--- src/rtl/smult_arb_pkg.sv ---
// Shared definitions for the signed-multiplier arbiter.
//
// Contents:
//   MULT_LAT  - latency of the external multiplier (input reg + output reg)
//   NREQ_MAX  - largest supported requester count
//   tag_w()   - requester-ID width as a function of the requester count
//   TAG_W     - ID width used by the tag pipeline (sized for NREQ_MAX so
//               that every legal NREQ fits without per-instance structs)
//   tag_t     - one tag pipeline stage: {vld, id}
package smult_arb_pkg;

    localparam int MULT_LAT = 2;
    localparam int NREQ_MAX = 8;

    function automatic int tag_w(input int nreq);
        return (nreq > 1) ? $clog2(nreq) : 1;
    endfunction

    localparam int TAG_W = tag_w(NREQ_MAX);

    typedef struct packed {
        logic             vld;
        logic [TAG_W-1:0] id;
    } tag_t;

endpackage

--- src/rtl/smult_arbiter_rr_grant.sv ---
// Combinational grant selection for smult_arbiter.
//
// Configuration macro: SMULT_ARB_ROUND_ROBIN_EN
//   defined   - round-robin: search starts at ptr and wraps modulo NREQ
//   undefined - fixed priority, lowest index wins (no ptr port)
//
// Ports:
//   req_valid  in   NREQ   pending requests
//   ptr        in   TAG_W  search start (round-robin build only)
//   grant      out  NREQ   one-hot grant, or zero
//   grant_any  out  1      some request was granted
//   grant_id   out  TAG_W  encoded index of the granted requester
module rr_grant import smult_arb_pkg::*; #(
    parameter int NREQ = 2
) (
    input  logic [NREQ-1:0]  req_valid,
`ifdef SMULT_ARB_ROUND_ROBIN_EN
    input  logic [TAG_W-1:0] ptr,
`endif
    output logic [NREQ-1:0]  grant,
    output logic             grant_any,
    output logic [TAG_W-1:0] grant_id
);

    logic [NREQ-1:0]  rot;
    logic [TAG_W-1:0] offset;
`ifdef SMULT_ARB_ROUND_ROBIN_EN
    logic [2*NREQ-1:0] dbl;
    logic [TAG_W:0]    sum;
`endif

    always_comb begin
        rot       = '0;
        offset    = '0;
        grant_any = 1'b0;
        grant_id  = '0;
`ifdef SMULT_ARB_ROUND_ROBIN_EN
        // Rotating the doubled vector right by ptr puts the requester at
        // ptr in bit 0, so a plain lowest-bit search gives the wrapped order.
        dbl = {req_valid, req_valid} >> ptr;
        rot = dbl[NREQ-1:0];
        sum = '0;
`else
        rot = req_valid;
`endif
        // Walk downwards so the last hit (lowest offset) is the one kept.
        for (int k = NREQ - 1; k >= 0; k--) begin
            if (rot[k]) begin
                grant_any = 1'b1;
                offset    = TAG_W'(k);
            end
        end
`ifdef SMULT_ARB_ROUND_ROBIN_EN
        // Undo the rotation: id = (ptr + offset) mod NREQ.
        sum = {1'b0, ptr} + {1'b0, offset};
        if (sum >= (TAG_W+1)'(NREQ)) begin
            sum = sum - (TAG_W+1)'(NREQ);
        end
        grant_id = sum[TAG_W-1:0];
`else
        grant_id = offset;
`endif
    end

    for (genvar gi = 0; gi < NREQ; gi++) begin : g_onehot
        assign grant[gi] = grant_any && (grant_id == TAG_W'(gi));
    end

endmodule

--- src/rtl/smult_arbiter.sv ---
// Shares one external 2-cycle pipelined signed multiplier between NREQ
// requesters. One grant per cycle; the requester ID travels down a tag
// pipeline matching the multiplier latency and selects who receives the
// product as a one-cycle strobe.
//
// Configuration macro: SMULT_ARB_ROUND_ROBIN_EN (round-robin when defined,
// fixed lowest-index priority otherwise).
//
// Ports:
//   clk          in   1         clock, rising edge
//   reset        in   1         synchronous, active-high
//   req_valid    in   NREQ      request pending per requester
//   req_a/req_b  in   NREQ x N  operands per requester (signed)
//   req_ready    out  NREQ      grant, one-hot or zero
//   mult_a/b     out  N         operands to the multiplier (0 when idle)
//   mult_result  in   2N        product from the multiplier
//   resp_valid   out  NREQ      one-cycle response strobe
//   resp_result  out  2N        product passthrough
module smult_arbiter import smult_arb_pkg::*; #(
    parameter int N    = 8,
    parameter int NREQ = 2
) (
    input  logic                      clk,
    input  logic                      reset,
    input  logic [NREQ-1:0]           req_valid,
    input  logic [NREQ-1:0][N-1:0]    req_a,
    input  logic [NREQ-1:0][N-1:0]    req_b,
    output logic [NREQ-1:0]           req_ready,
    output logic [N-1:0]              mult_a,
    output logic [N-1:0]              mult_b,
    input  logic [2*N-1:0]            mult_result,
    output logic [NREQ-1:0]           resp_valid,
    output logic [2*N-1:0]            resp_result
);

    logic [NREQ-1:0]  raw_grant;
    logic             raw_any;
    logic             grant_any;
    logic [TAG_W-1:0] grant_id;
    tag_t             tag_d;
    tag_t             tag_q [MULT_LAT];

`ifdef SMULT_ARB_ROUND_ROBIN_EN
    logic [TAG_W-1:0] ptr_q;
    logic [TAG_W-1:0] ptr_d;
`endif

    rr_grant #(.NREQ(NREQ)) u_grant (
        .req_valid (req_valid),
`ifdef SMULT_ARB_ROUND_ROBIN_EN
        .ptr       (ptr_q),
`endif
        .grant     (raw_grant),
        .grant_any (raw_any),
        .grant_id  (grant_id)
    );

    // Nothing is granted while reset is held, so no operation can be
    // consumed during the reset cycle.
    assign req_ready = reset ? '0 : raw_grant;
    assign grant_any = raw_any & ~reset;

    always_comb begin
        mult_a = '0;
        mult_b = '0;
        for (int i = 0; i < NREQ; i++) begin
            if (req_ready[i]) begin
                mult_a = req_a[i];
                mult_b = req_b[i];
            end
        end
    end

`ifdef SMULT_ARB_ROUND_ROBIN_EN
    always_comb begin
        ptr_d = ptr_q;
        if (grant_any) begin
            ptr_d = (grant_id == TAG_W'(NREQ - 1)) ? '0 : grant_id + 1'b1;
        end
    end

    always_ff @(posedge clk) begin
        if (reset) begin
            ptr_q <= '0;
        end else begin
            ptr_q <= ptr_d;
        end
    end
`endif

    assign tag_d = '{vld: grant_any, id: grant_id};

    always_ff @(posedge clk) begin
        if (reset) begin
            tag_q[0] <= '0;
        end else begin
            tag_q[0] <= tag_d;
        end
    end

    for (genvar gi = 1; gi < MULT_LAT; gi++) begin : g_tag
        always_ff @(posedge clk) begin
            if (reset) begin
                tag_q[gi] <= '0;
            end else begin
                tag_q[gi] <= tag_q[gi-1];
            end
        end
    end

    // The last stage lines up with the product leaving the multiplier.
    // Gating with reset hides the op that would otherwise land in the
    // reset cycle itself.
    for (genvar gi = 0; gi < NREQ; gi++) begin : g_resp
        assign resp_valid[gi] = ~reset & tag_q[MULT_LAT-1].vld &
                                (tag_q[MULT_LAT-1].id == TAG_W'(gi));
    end

    assign resp_result = mult_result;

endmodule

--- config.mk ---
export PLATFORM = sky130hd
export DESIGN_NAME = smult_arbiter
export DESIGN_NICKNAME = d
export VERILOG_FILES = /design/src/rtl/smult_arb_pkg.sv /design/src/rtl/smult_arbiter_rr_grant.sv /design/src/rtl/smult_arbiter.sv
export SDC_FILE = /design/constraint.sdc
export NUM_CORES = 1
export LEC_CHECK = 0
export BUFFER_PORTS_ARGS = -buffer_cell sky130_fd_sc_hd__buf_4
export CORE_UTILIZATION = 23
export DETAILED_ROUTE_END_ITERATION = 6
export PLACE_DENSITY = 0.8
export SKIP_CTS_REPAIR_TIMING = 1
export SLEW_MARGIN = 40
export SYNTH_ARGS = -nofsm -noshare
export SYNTH_HDL_FRONTEND = slang
export SYNTH_SLANG_ARGS = --single-unit
--- constraint.sdc ---
create_clock -name clk -period 0.95 [get_ports clk]
set_input_delay 0.19 -clock clk [delete_from_list [all_inputs] [get_ports clk]]
set_output_delay 0.19 -clock clk [all_outputs]
set_load 0.03 [all_outputs]
* Word-level counts from Yosys, hierarchy flattened
Memories as Yosys holds them, arrays and structs flattened. Cells that the tools add are included.
Operators by class: add/sub/neg operators 0, multiply operators 0, div/mod/pow operators 0, $lt $le $gt $ge 0, eq/ne operators 2, shifts and indexed selects 0, multiplexer cells 14, bitwise gates (word level) 7, reduce and logical (&&, ||, !) cells 4
Operators by type and width (number):
- $mux 8 | 4
- $mux 4 | 2
- $mux 1 | 7
- $logic_not 3->1 | 2
- $and 1x1->1 | 4
- $eq 3x1->1 const B | 1
- $logic_and 1x1->1 | 2
- $mux 2 | 1
- $or 1x1->1 | 2
- $eq 1x1->1 const B | 1
- $not 1->1 | 1
Word-level totals: bits in registers 0, latch bits 0, bits in writable memories 8, bits in read-only memories 0, output and inout port bits 36, logic and storage cells 28, memories 1
Memories:
- tag_q | depth 2, bits a word 4, rd ports 2, clocked after memory_dff 0, wr ports 2, RTL line smult_arbiter.sv:41 | tag_t tag_q [MULT_LAT];

* Longest topological paths before layout
Gate-level depths: netlist (run 1).
word-level depth 7, mapped depth 4, mapped depth without buffers 2

* Modules after synthesis
A second synthesis (run 1) with hierarchy kept.
Unflattened totals: cells, all modules 67, area total of the unflattened synthesis 645.6 um^2
By module, submodules not included:
- smult_arbiter | instances 1, cells an instance 60, area each 603.1 um^2, sequential area each 160.2 um^2
- rr_grant | instances 1, cells an instance 7, area each 42.5 um^2, sequential area each 0.0 um^2

* Worst setup path after synthesis (run 1)
Ideal clock, no wire load.
path kind register to output, start memory tag_q[1][3] (netlist name), end output resp_valid[0], data arrival time 1033 ps, required time 760 ps, slack -273 ps, stages on the path, launching flop included 2, buffers on the path 0, path through dfxtp_1 > nor3b_1
RTL lines:
- from (decl) | RTL line smult_arbiter.sv:41
- to (decl) | RTL line smult_arbiter.sv:32 | output logic [NREQ-1:0] resp_valid,

* Worst setup path after layout (run 1)
start input req_valid[0], end output mult_a[0]
On the way: longest elaborated chain between the ends 6, elaborated cells on any way between the ends 9, those cells by class eq/ne (1); mux (5); reduce/logical (3)
RTL lines:
- from (decl) | RTL line smult_arbiter.sv:25 | input logic [NREQ-1:0] req_valid,
- $mux 1 | RTL line smult_arbiter_rr_grant.sv:48 | if (rot[k]) begin
- $logic_not 3->1 | RTL line smult_arbiter_rr_grant.sv:66 | assign grant[gi] = grant_any && (grant_id == TAG_W'(gi));
- $logic_and 1x1->1 | RTL line smult_arbiter_rr_grant.sv:66
- $mux 2 * | RTL line smult_arbiter.sv:60 | assign req_ready = reset ? '0 : raw_grant;
- $mux 8 | RTL line smult_arbiter.sv:67 | if (req_ready[i]) begin
- $mux 8 * | RTL line smult_arbiter.sv:67
- to (decl) | RTL line smult_arbiter.sv:29 | output logic [N-1:0] mult_a,
Every way passes the cells marked *; elsewhere a longest branch is shown, timed or not.

==> run_results.csv, run 1 <==
group,metric,value,unit
pwr,ir_worst_vdd,535.1,uV
cells_and_area,regMostFlops,"tag_q",
worst_hold_path,min_delay_path_depth,3,
timing,fin_crit,1.215,ns
synthesis,yosys_warnings,0,
timing,finalMaxSlewViolations,0,
cells_and_area,stdcell_area,967.2,um^2
die,die_h,47.71,um
die,core,1962,um^2
worst_hold_path,hp-start,"req_valid[1]",
cells_and_area,drive_gt1_frac,0.9462,
clock_tree,htreeDepth,1,
synthesis,ys_ff_latch,4,
cells_and_area,largestRegisters,"tag_q (4)",
pwr,leakagePower,0.5387,nW
route,vias,572,
worst_setup_path,path_class,"in -> out",
die,start_util,0.2449,
synthesis,synth_cell_types,14,
placed_design,place_area,827.0,um^2
synthesis,synth_cells,52,
route,ant_nets,0,
synthesis,synth_most_common_cell,"buf_4",
synthesis,synth_area_leaders,"a32o_1, buf_4, dfxtp_1, buf_6, and2b_2",
timing,tns,-4.415,ns
route,first_pass_iters,4,
global_routing,grt_overflow,0,
synthesis,yosysSeqAreaShare,0.1667,
synthesis,synth_area,480.5,um^2
worst_setup_path,crit_path_max_fanout,17,
worst_setup_path,start_kind,"input pin",
worst_setup_path,critPathCaptureType,"primary output",
clock_tree,cts.sinks,4,
timing,max_slew.worst_pin.slew,0.1918,ns
global_routing,grt_start_max_net_pins,20,
die,rows,16,
worst_setup_path,cp.required,0.76,ns
placed_design,io_buffers,55,
pwr,pwr_density_cell,871.3,nW/um^2
timing,max_freq,823.0,MHz
timing,rsz0062_at_grt,"true",
synthesis,syn_avg_cell_area,9.240,um^2
timing,slew_headroom,0.8721,
cells_and_area,antenna_cells,0,
synthesis,yosys.area.top_type,"a32o_1",
placed_design,gp_congestion,0.6544,
global_routing,antenna_found_initial,0,
worst_setup_path,rrSetupSlack,0.39,ns
cells_and_area,multi_input_area,271.5,um^2
die,die_area,2276,um^2
timing,hold_slack,0.1886,ns
worst_setup_path,reg2reg_from,"tag_q[0][3]",
global_routing,grt_pass1_vias,490,
synthesis,synth_common_cells,"buf_4, a32o_1, dfxtp_1",
global_routing,grtUsageTotal,0.1190,
clock_tree,clk_path_buf_depth,2,
worst_hold_path,hold_path_class,"in -> reg",
synthesis,async_reset_ff_frac,0,
route,wl,1611,um
clock_tree,clock_latency,0.23,ns
timing,setup_viol,20,
clock_tree,cts_tree,"yes",
synthesis,synth_flop_cell,"dfxtp_1",
cells_and_area,fill_cells,198,
die,io_pins,88,
timing,hold_violations,0,
route,drc,0,
die,die_w,47.71,um
worst_hold_path,whs_endpoint,"tag_q[0][3]",
synthesis,synth_edf_count,0,
cells_and_area,syn2layout_area_growth,101.3,%
outcome,status,"finished, violations left",
outcome,failed_checks,"negative setup slack",
route,first_iter_violations,5,
route,avgRoutedWirePerCell,13.43,um
timing,skew,0.005078,ns
timing,period_share,1.279,
clock_tree,cts.clk_slew.worst_paths,0.03,ns
timing,fin_ws,-0.2650,ns
flow_run,maxCapViolCount,0,
worst_setup_path,ff2ff_path_depth,1,
worst_setup_path,arrival,1.02,ns
synthesis,yosysTopAreaCellShare,0.3333,
route,via_per_inst,4.767,
global_routing,grt_pass1_wl,1869,um
cells_and_area,nNetsFinal,147,
synthesis,syn_nets,104,
clock_tree,ctsRootBufferMaster,"clkbuf_4",
cells_and_area,regArea,82.58,um^2
clock_tree,cts_buffers,3,
worst_setup_path,r2r_end,"tag_q[1][3]",
cells_and_area,largest_register_ffs,4,
placed cells by master, fill, tap and decap left out, drive strengths merged:
cell	Yosys	final
and3	1	1
a32o	16	16
nor2	2	2
nor3b	1	1
dfxtp	4	4
nor2b	2	2
buf	21	59
and2	2	2
clkbuf	0	3
inv	1	1
and2b	2	2
per-layer routing:
| metal | up-vias | wire length (um) | GRT usage |
|---|---|---|---|
| met2 | 53 | 840 | 0.2162 |
| li1 | 267 | - | - |
| met5 | - | 0 | 0 |
| met3 | 4 | 228 | 0.05660 |
| met4 | 0 | 20 | 0.04444 |
| met1 | 248 | 523 | 0.1163 |
layout make-up:
type,instances,share of cell area
Tap cell,27,0.03493
Clock buffer,3,0.02329
Sequential cell,4,0.08538
Multi-Input combinational cell,26,0.2807
Timing Repair Buffer,59,0.5692
Inverter,1,0.006468
power breakdown:
group          leakage, nW  total [mW]  internal [mW]  switching, mW
sequential          0.0338       0.180          0.178        0.00263
combinational        0.491       0.456          0.256          0.200
clock               0.0138       0.206          0.141         0.0652
total                0.539       0.843          0.574          0.268
worst max path at each step:
stage	slack, ns	start	cells after the start	end
finish	-0.26	req_valid[0]	6	mult_a[0]
global route	-0.28	req_valid[0]	6	mult_a[0]
CTS	-0.53	req_valid[0]	4	mult_a[6]
detailed placement	-0.53	req_valid[0]	4	mult_a[3]
global placement	-0.86	req_valid[0]	4	mult_a[4]
floorplan	-0.13	req_valid[1]	4	mult_a[0]
metrics by stage:
stage                     setup slack [ns]  power, mW  instances  utilization
after floorplan                    -0.1347     0.5146         52            -
after detailed placement           -0.5258     0.5824        116       0.4216
after global placement             -0.8634     0.5749        116       0.4203
final                              -0.2650     0.8427        120       0.4930
after CTS                          -0.5321     0.7938        119       0.4330
after global routing               -0.2828     0.8937        120       0.4930
cell families (layout without fill, tap and decap cells):
group / Yosys count / in the layout / share of synthesized area
AO/OA/AOI/OAI: 16 / 16 / 0.3333
AND/OR/NAND/NOR: 10 / 10 / 0.1381
flip-flops: 4 / 4 / 0.1667
buffers and inverters: 22 / 63 / 0.3619
worst max-delay path, stage by stage:
cell and delay [ns]:
buf_8 0.10, buf_6 0.10, nor2b_4 0.12, buf_12 0.14, a32o_2 0.23, buf_6 0.14
(Power assumes the default switching activity.)
==> run 2, diff against run 1 <==
==> constraint.sdc (replaced) <==
create_clock -name clk -period 1 [get_ports clk]
set_input_delay 0.2 -clock clk [delete_from_list [all_inputs] [get_ports clk]]
set_output_delay 0.2 -clock clk [all_outputs]
set_load 0.03 [all_outputs]
==> run 2 against run 1 <==
Against the previous run:
- the flow still finishes with violations (negative setup slack)
- wire length is 1.2% higher
- sequential power decreased by 5%
- sequential share of layout area increased by 0.11 points
- clock power fell by 3%
- critical path type unchanged
- critical endpoint is now mult_a[4]
- largest cell class unchanged
==> run_results.csv, run 2 (same netlist as run 1, synthesis figures left out) <==
group,metric,value,unit
timing,slew_headroom,0.8781,
route,first_pass_iters,1,
cells_and_area,antenna_cells,0,
pwr,ir_worst_vdd,356.4,uV
global_routing,grt_pass1_vias,490,
global_routing,grtUsageTotal,0.1254,
worst_setup_path,ff2ff_path_depth,1,
clock_tree,clock_latency,0.24,ns
route,drc,0,
clock_tree,clk_path_buf_depth,2,
worst_setup_path,slowest_delay,0.26,ns
die,die_w,47.71,um
timing,fin_ws,-0.1583,ns
timing,max_slew.worst_pin.slew,0.1829,ns
worst_hold_path,hold_path_class,"in -> reg",
timing,skew,0.003224,ns
timing,fin_crit,1.158,ns
worst_setup_path,reg2reg_from,"tag_q[0][3]",
worst_hold_path,whs_endpoint,"tag_q[0][3]",
worst_setup_path,cp.required,0.80,ns
route,first_iter_violations,0,
flow_run,maxCapViolCount,0,
worst_setup_path,rrSetupSlack,0.43,ns
route,vias,576,
clock_tree,cts.sinks,4,
worst_setup_path,crit_path_cell_trace,"buf_6 > nor2b_4 > buf_12 > a32o_2 > buf_6",
placed_design,gp_congestion,0.6359,
global_routing,grt_overflow,0,
placed_design,dpl.hpwl,1245,um
die,rows,16,
timing,setup_viol,19,
route,via_per_inst,4.840,
placed_design,io_buffers,55,
worst_setup_path,crit_top_cell,"buf_6",
worst_setup_path,critPathCaptureType,"primary output",
cells_and_area,nNetsFinal,146,
outcome,status,"finished, violations left",
worst_setup_path,r2r_end,"tag_q[1][3]",
timing,max_freq,863.3,MHz
worst_hold_path,min_delay_path_depth,3,
cells_and_area,regMostFlops,"tag_q",
clock_tree,cts.clk_slew.worst_paths,0.03,ns
cells_and_area,layout_common_cells,"buf_4, buf_6, a32o_2",
pwr,pwr_density_cell,835.6,nW/um^2
die,start_util,0.2449,
pwr,power,0.7977,mW
clock_tree,cts_buffers,3,
die,die_area,2276,um^2
cells_and_area,mostFrequentLayoutCell,"buf_4",
cells_and_area,largest_register_ffs,4,
clock_tree,cts_tree,"yes",
die,core,1962,um^2
clock_tree,htreeDepth,1,
worst_setup_path,crit_path_max_fanout,18,
global_routing,antenna_found_initial,0,
outcome,failed_checks,"negative setup slack",
global_routing,grt_start_max_net_pins,20,
worst_setup_path,arrival,0.96,ns
die,die_h,47.71,um
worst_setup_path,cp_num_buf_inv,3,
clock_tree,ctsRootBufferMaster,"clkbuf_4",
worst_setup_path,cpMaxStageDelayCell,"a32o_2",
timing,finalMaxSlewViolations,0,
route,ant_nets,0,
worst_setup_path,path_delay_family,"buffers and inverters",
placed_design,place_ws,-0.2385,ns
worst_setup_path,start_kind,"input pin",
global_routing,grt_pass1_wl,1911,um
worst_hold_path,hp-start,"req_valid[1]",
cells_and_area,finish.utilization,0.4866,
cells_and_area,syn2layout_area_growth,98.70,%
route,avgRoutedWirePerCell,13.70,um
die,io_pins,88,
worst_setup_path,path_class,"in -> out",
timing,rsz0062_at_grt,"true",
timing,period_share,1.158,
cells_and_area,drive_gt1_frac,0.9457,
cells_and_area,largestRegisters,"tag_q (4)",
route,wl,1630,um
timing,hold_violations,0,
pwr,leakagePower,0.5313,nW
==> run 2: cell count changes in the layout (fill, tap and decap cells not counted), sizes merged <==
cell  before  now
buf       59   58
==> run 2: where the power goes <==
group	internal, mW	switching (mW)	total [mW]
logic	0.238	0.189	0.427
registers	0.169	0.00261	0.171
clock network	0.134	0.0653	0.199
total	0.541	0.256	0.798
==> run 2: metrics by stage <==
stage               hold slack (ns)  cells  area [um^2]  setup TNS [ns]
floorplan                    0.2724     52        513.0         -0.9311
global placement             0.4002    116        837.1          -3.856
detailed placement           0.4002    116        837.1          -4.099
CTS                          0.2092    119        859.6          -4.214
global route                 0.2331    119        954.7          -2.961
finish                       0.1909    119        954.7          -2.680
==> run 2: layer usage <==
| layer | track usage | part of all wire | vias to the layer above | routed length, um |
|---|---|---|---|---|
| met5 | 0 | 0 | - | 0 |
| met1 | 0.09888 | 0.31 | 247 | 507 |
| li1 | - | - | 266 | - |
| met4 | 0.1111 | 0.029 | 0 | 48 |
| met3 | 0.03774 | 0.12 | 9 | 203 |
| met2 | 0.2405 | 0.53 | 54 | 870 |
==> run 2: area by class of cell <==
| class | instances | area [um^2] |
|---|---|---|
| clock buffers | 3 | 22.52 |
| fillers | 215 | 1007 |
| inverters | 1 | 6.256 |
| multi-input cells | 26 | 270.3 |
| flip-flops and latches | 4 | 82.58 |
| well taps | 27 | 33.78 |
| repair buffers | 58 | 539.3 |
==> run 2: worst max-delay path by stage <==
stage                  from  depth (start not counted)        end  slack [ns]
6_report       req_valid[1]                          5  mult_a[4]       -0.16
5_1_grt        req_valid[1]                          5  mult_b[5]       -0.17
4_1_cts        req_valid[1]                          5  mult_a[4]       -0.24
3_5_place_dp   req_valid[1]                          5  mult_b[0]       -0.24
3_3_place_gp   req_valid[1]                          5  mult_b[5]       -0.23
2_1_floorplan  req_valid[1]                          4  mult_a[0]       -0.10
==> run 3, diff against run 2 <==
--- a/config.mk
+++ b/config.mk
@@ -5,12 +5,13 @@
 export SDC_FILE = /design/constraint.sdc
 export NUM_CORES = 1
 export LEC_CHECK = 0
+export ABC_AREA = 1
 export BUFFER_PORTS_ARGS = -buffer_cell sky130_fd_sc_hd__buf_4
-export CORE_UTILIZATION = 23
+export CORE_UTILIZATION = 26
 export DETAILED_ROUTE_END_ITERATION = 6
-export PLACE_DENSITY = 0.8
+export PLACE_DENSITY = 0.81
 export SKIP_CTS_REPAIR_TIMING = 1
-export SLEW_MARGIN = 40
+export SLEW_MARGIN = 15
 export SYNTH_ARGS = -nofsm -noshare
 export SYNTH_HDL_FRONTEND = slang
 export SYNTH_SLANG_ARGS = --single-unit
==> run 3 against run 2 <==
Against the previous run:
- the run still ends with negative setup slack left
- sequential share of layout area is 2.0 points lower
- fmax increased by 6.4%
- flip-flop and latch count did not move
- cell area grew 28%
- synthesized area up 20%
- via count rose by 34%
- synthesized cell count grew 71%
- final cell count is 37% higher
- global-route usage up 2.9 points
- hold slack improved by 0.033 ns
- setup slack better by 0.070 ns
==> run_results.csv, run 3 <==
group,metric,value,unit
clock_tree,cts_buffers,3,
worst_setup_path,critPathCaptureType,"primary output",
pwr,leakagePower,0.6255,nW
placed_design,dp_cells,152,
timing,rsz0062_at_grt,"true",
cells_and_area,mostFrequentLayoutCell,"buf_4",
clock_tree,htreeDepth,1,
placed_design,gp_congestion,0.6602,
clock_tree,clock_latency,0.24,ns
clock_tree,clk_path_buf_depth,2,
synthesis,synth_cell_types,15,
die,rows,16,
timing,max_freq,918.7,MHz
cells_and_area,regMostFlops,"tag_q",
worst_setup_path,crit_top_cell,"buf_12",
die,die_w,49.05,um
global_routing,grt_pass1_wl,2918,um
die,die_h,49.05,um
outcome,failed_checks,"negative setup slack",
synthesis,yosys_warnings,0,
route,avgRoutedWirePerCell,13.21,um
timing,max_slew.worst_pin.slew,0.1887,ns
synthesis,synth_cells,89,
timing,fin_ws,-0.08853,ns
outcome,status,"finished, violations left",
global_routing,antenna_found_initial,0,
timing,period_share,1.089,
worst_hold_path,hold_path_class,"in -> reg",
worst_setup_path,cpMaxStageDelayCell,"buf_12",
timing,setup_viol,18,
worst_setup_path,crit_path_max_fanout,7,
global_routing,grt_pass1_vias,716,
flow_run,maxCapViolCount,0,
placed_design,io_buffers,55,
die,start_util,0.2847,
worst_setup_path,path_class,"in -> out",
placed_design,dpl.hpwl,1440,um
cells_and_area,nNetsFinal,190,
cells_and_area,antenna_cells,0,
route,first_pass_iters,5,
die,die_area,2406,um^2
timing,finalMaxSlewViolations,0,
cells_and_area,syn2layout_area_growth,111.5,%
synthesis,yosys.area.top_type,"buf_4",
cells_and_area,finish.utilization,0.6021,
die,io_pins,88,
synthesis,synth_edf_count,0,
clock_tree,cts.sinks,4,
synthesis,synth_common_cells,"nand2_1, buf_4, nand4_1",
synthesis,yosysTopAreaCellShare,0.2217,
synthesis,synth_area,575.6,um^2
timing,fin_crit,1.089,ns
synthesis,synth_area_leaders,"buf_4, nand4_1, nand2_1, dfxtp_1, nand2_2",
die,core,2022,um^2
pwr,ir_worst_vdd,585.5,uV
worst_setup_path,arrival,0.89,ns
pwr,pwr_density_cell,740.2,nW/um^2
timing,skew,0.005227,ns
route,vias,774,
clock_tree,cts_tree,"yes",
timing,slew_headroom,0.8742,
worst_setup_path,slowest_delay,0.15,ns
synthesis,syn_nets,141,
synthesis,async_reset_ff_frac,0,
cells_and_area,layout_common_cells,"buf_4, buf_6, nand4_1",
synthesis,yosysSeqAreaShare,0.1391,
global_routing,grtUsageTotal,0.1543,
cells_and_area,finalNonFillerCells,163,
clock_tree,cts.clk_slew.worst_paths,0.04,ns
cells_and_area,drive_gt1_frac,0.7647,
synthesis,synth_most_common_cell,"nand2_1",
route,wl,2153,um
synthesis,syn_avg_cell_area,6.467,um^2
route,drc,0,
cells_and_area,largest_register_ffs,4,
worst_setup_path,cp.required,0.80,ns
route,ant_nets,0,
route,via_per_inst,4.748,
global_routing,grt_start_max_net_pins,18,
global_routing,grt_overflow,0,
cells_and_area,largestRegisters,"tag_q (4)",
synthesis,ys_ff_latch,4,
synthesis,synth_flop_cell,"dfxtp_1",
worst_setup_path,crit_path_cell_trace,"buf_12 > clkinv_8 > nor2_8 > buf_12 > nand2_2 > nand2_4 > buf_6",
timing,hold_violations,0,
clock_tree,ctsRootBufferMaster,"clkbuf_4",
pwr,power,0.9012,mW
route,first_iter_violations,7,
worst_setup_path,start_kind,"input pin",
## run 3: cell count changes after synthesis, moves of 3 or more
| cell | before | now |
|---|---|---|
| a32o_1 | 16 | 0 |
| nand2_2 | 0 | 9 |
| nand2_1 | 0 | 24 |
| nand4_1 | 0 | 16 |
| inv_1 | 0 | 3 |
## run 3: routing by layer
metal	GRT usage	vias to the layer above	part of all wire
li1	-	369	-
met2	0.3079	36	0.58
met5	0	-	0
met3	0.02804	14	0.054
met1	0.1359	355	0.33
met4	0.1078	0	0.031
## run 3: area by class of cell
class | count | area, um^2
tap | 27 | 33.78
inverter | 6 | 40.04
timing repair buffer | 65 | 608.1
sequential | 4 | 81.33
clock buffer | 3 | 22.52
timing repair inverter | 1 | 8.758
multi-input combinational | 57 | 422.9
fill | 186 | 804.5
## run 3: kinds of logic after synthesis
family | synth area share
AOI/OAI and AO/OA | 0.008687
DFF | 0.1391
buffers and inverters | 0.3457
and+or+nand+nor | 0.5065
## run 3: through the flow
| step | setup TNS (ns) | hold WS (ns) | setup WS [ns] | instance area [um^2] |
|---|---|---|---|---|
| 3_5_place_dp | -4.085 | 0.4002 | -0.2627 | 948.4 |
| 3_3_place_gp | -3.568 | 0.3981 | -0.2238 | 948.4 |
| 5_1_grt | -1.769 | 0.2405 | -0.1216 | 1217 |
| 4_1_cts | -4.202 | 0.2372 | -0.2637 | 970.9 |
| 2_1_floorplan | -0.1184 | 0.2777 | -0.05918 | 661.9 |
| 6_report | -1.120 | 0.2241 | -0.08853 | 1217 |
## run 3: worst paths after layout
kind | endpoint | start | cells after the start | slack [ns]
setup reg to reg | tag_q[1][3] | tag_q[0][3] | 2 | 0.51
hold reg to reg | tag_q[1][3] | tag_q[0][3] | 2 | 0.41
setup / recovery | mult_a[2] | req_valid[0] | 7 | -0.09
hold / removal | tag_q[0][3] | req_valid[0] | 3 | 0.22
## run 3: worst max-delay path, delay by kind of cell
| family | cells | cell delay, ns |
|---|---|---|
| buffers and inverters | 4 | 0.44 |
| AND/OR/NAND/NOR | 3 | 0.24 |
## run 3: report_power, final
group          switching, mW  internal (mW)  leakage, nW
Clock                 0.0718          0.135       0.0138
Combinational          0.262          0.262        0.578
Sequential           0.00267          0.168       0.0334
Total                  0.336          0.565        0.625
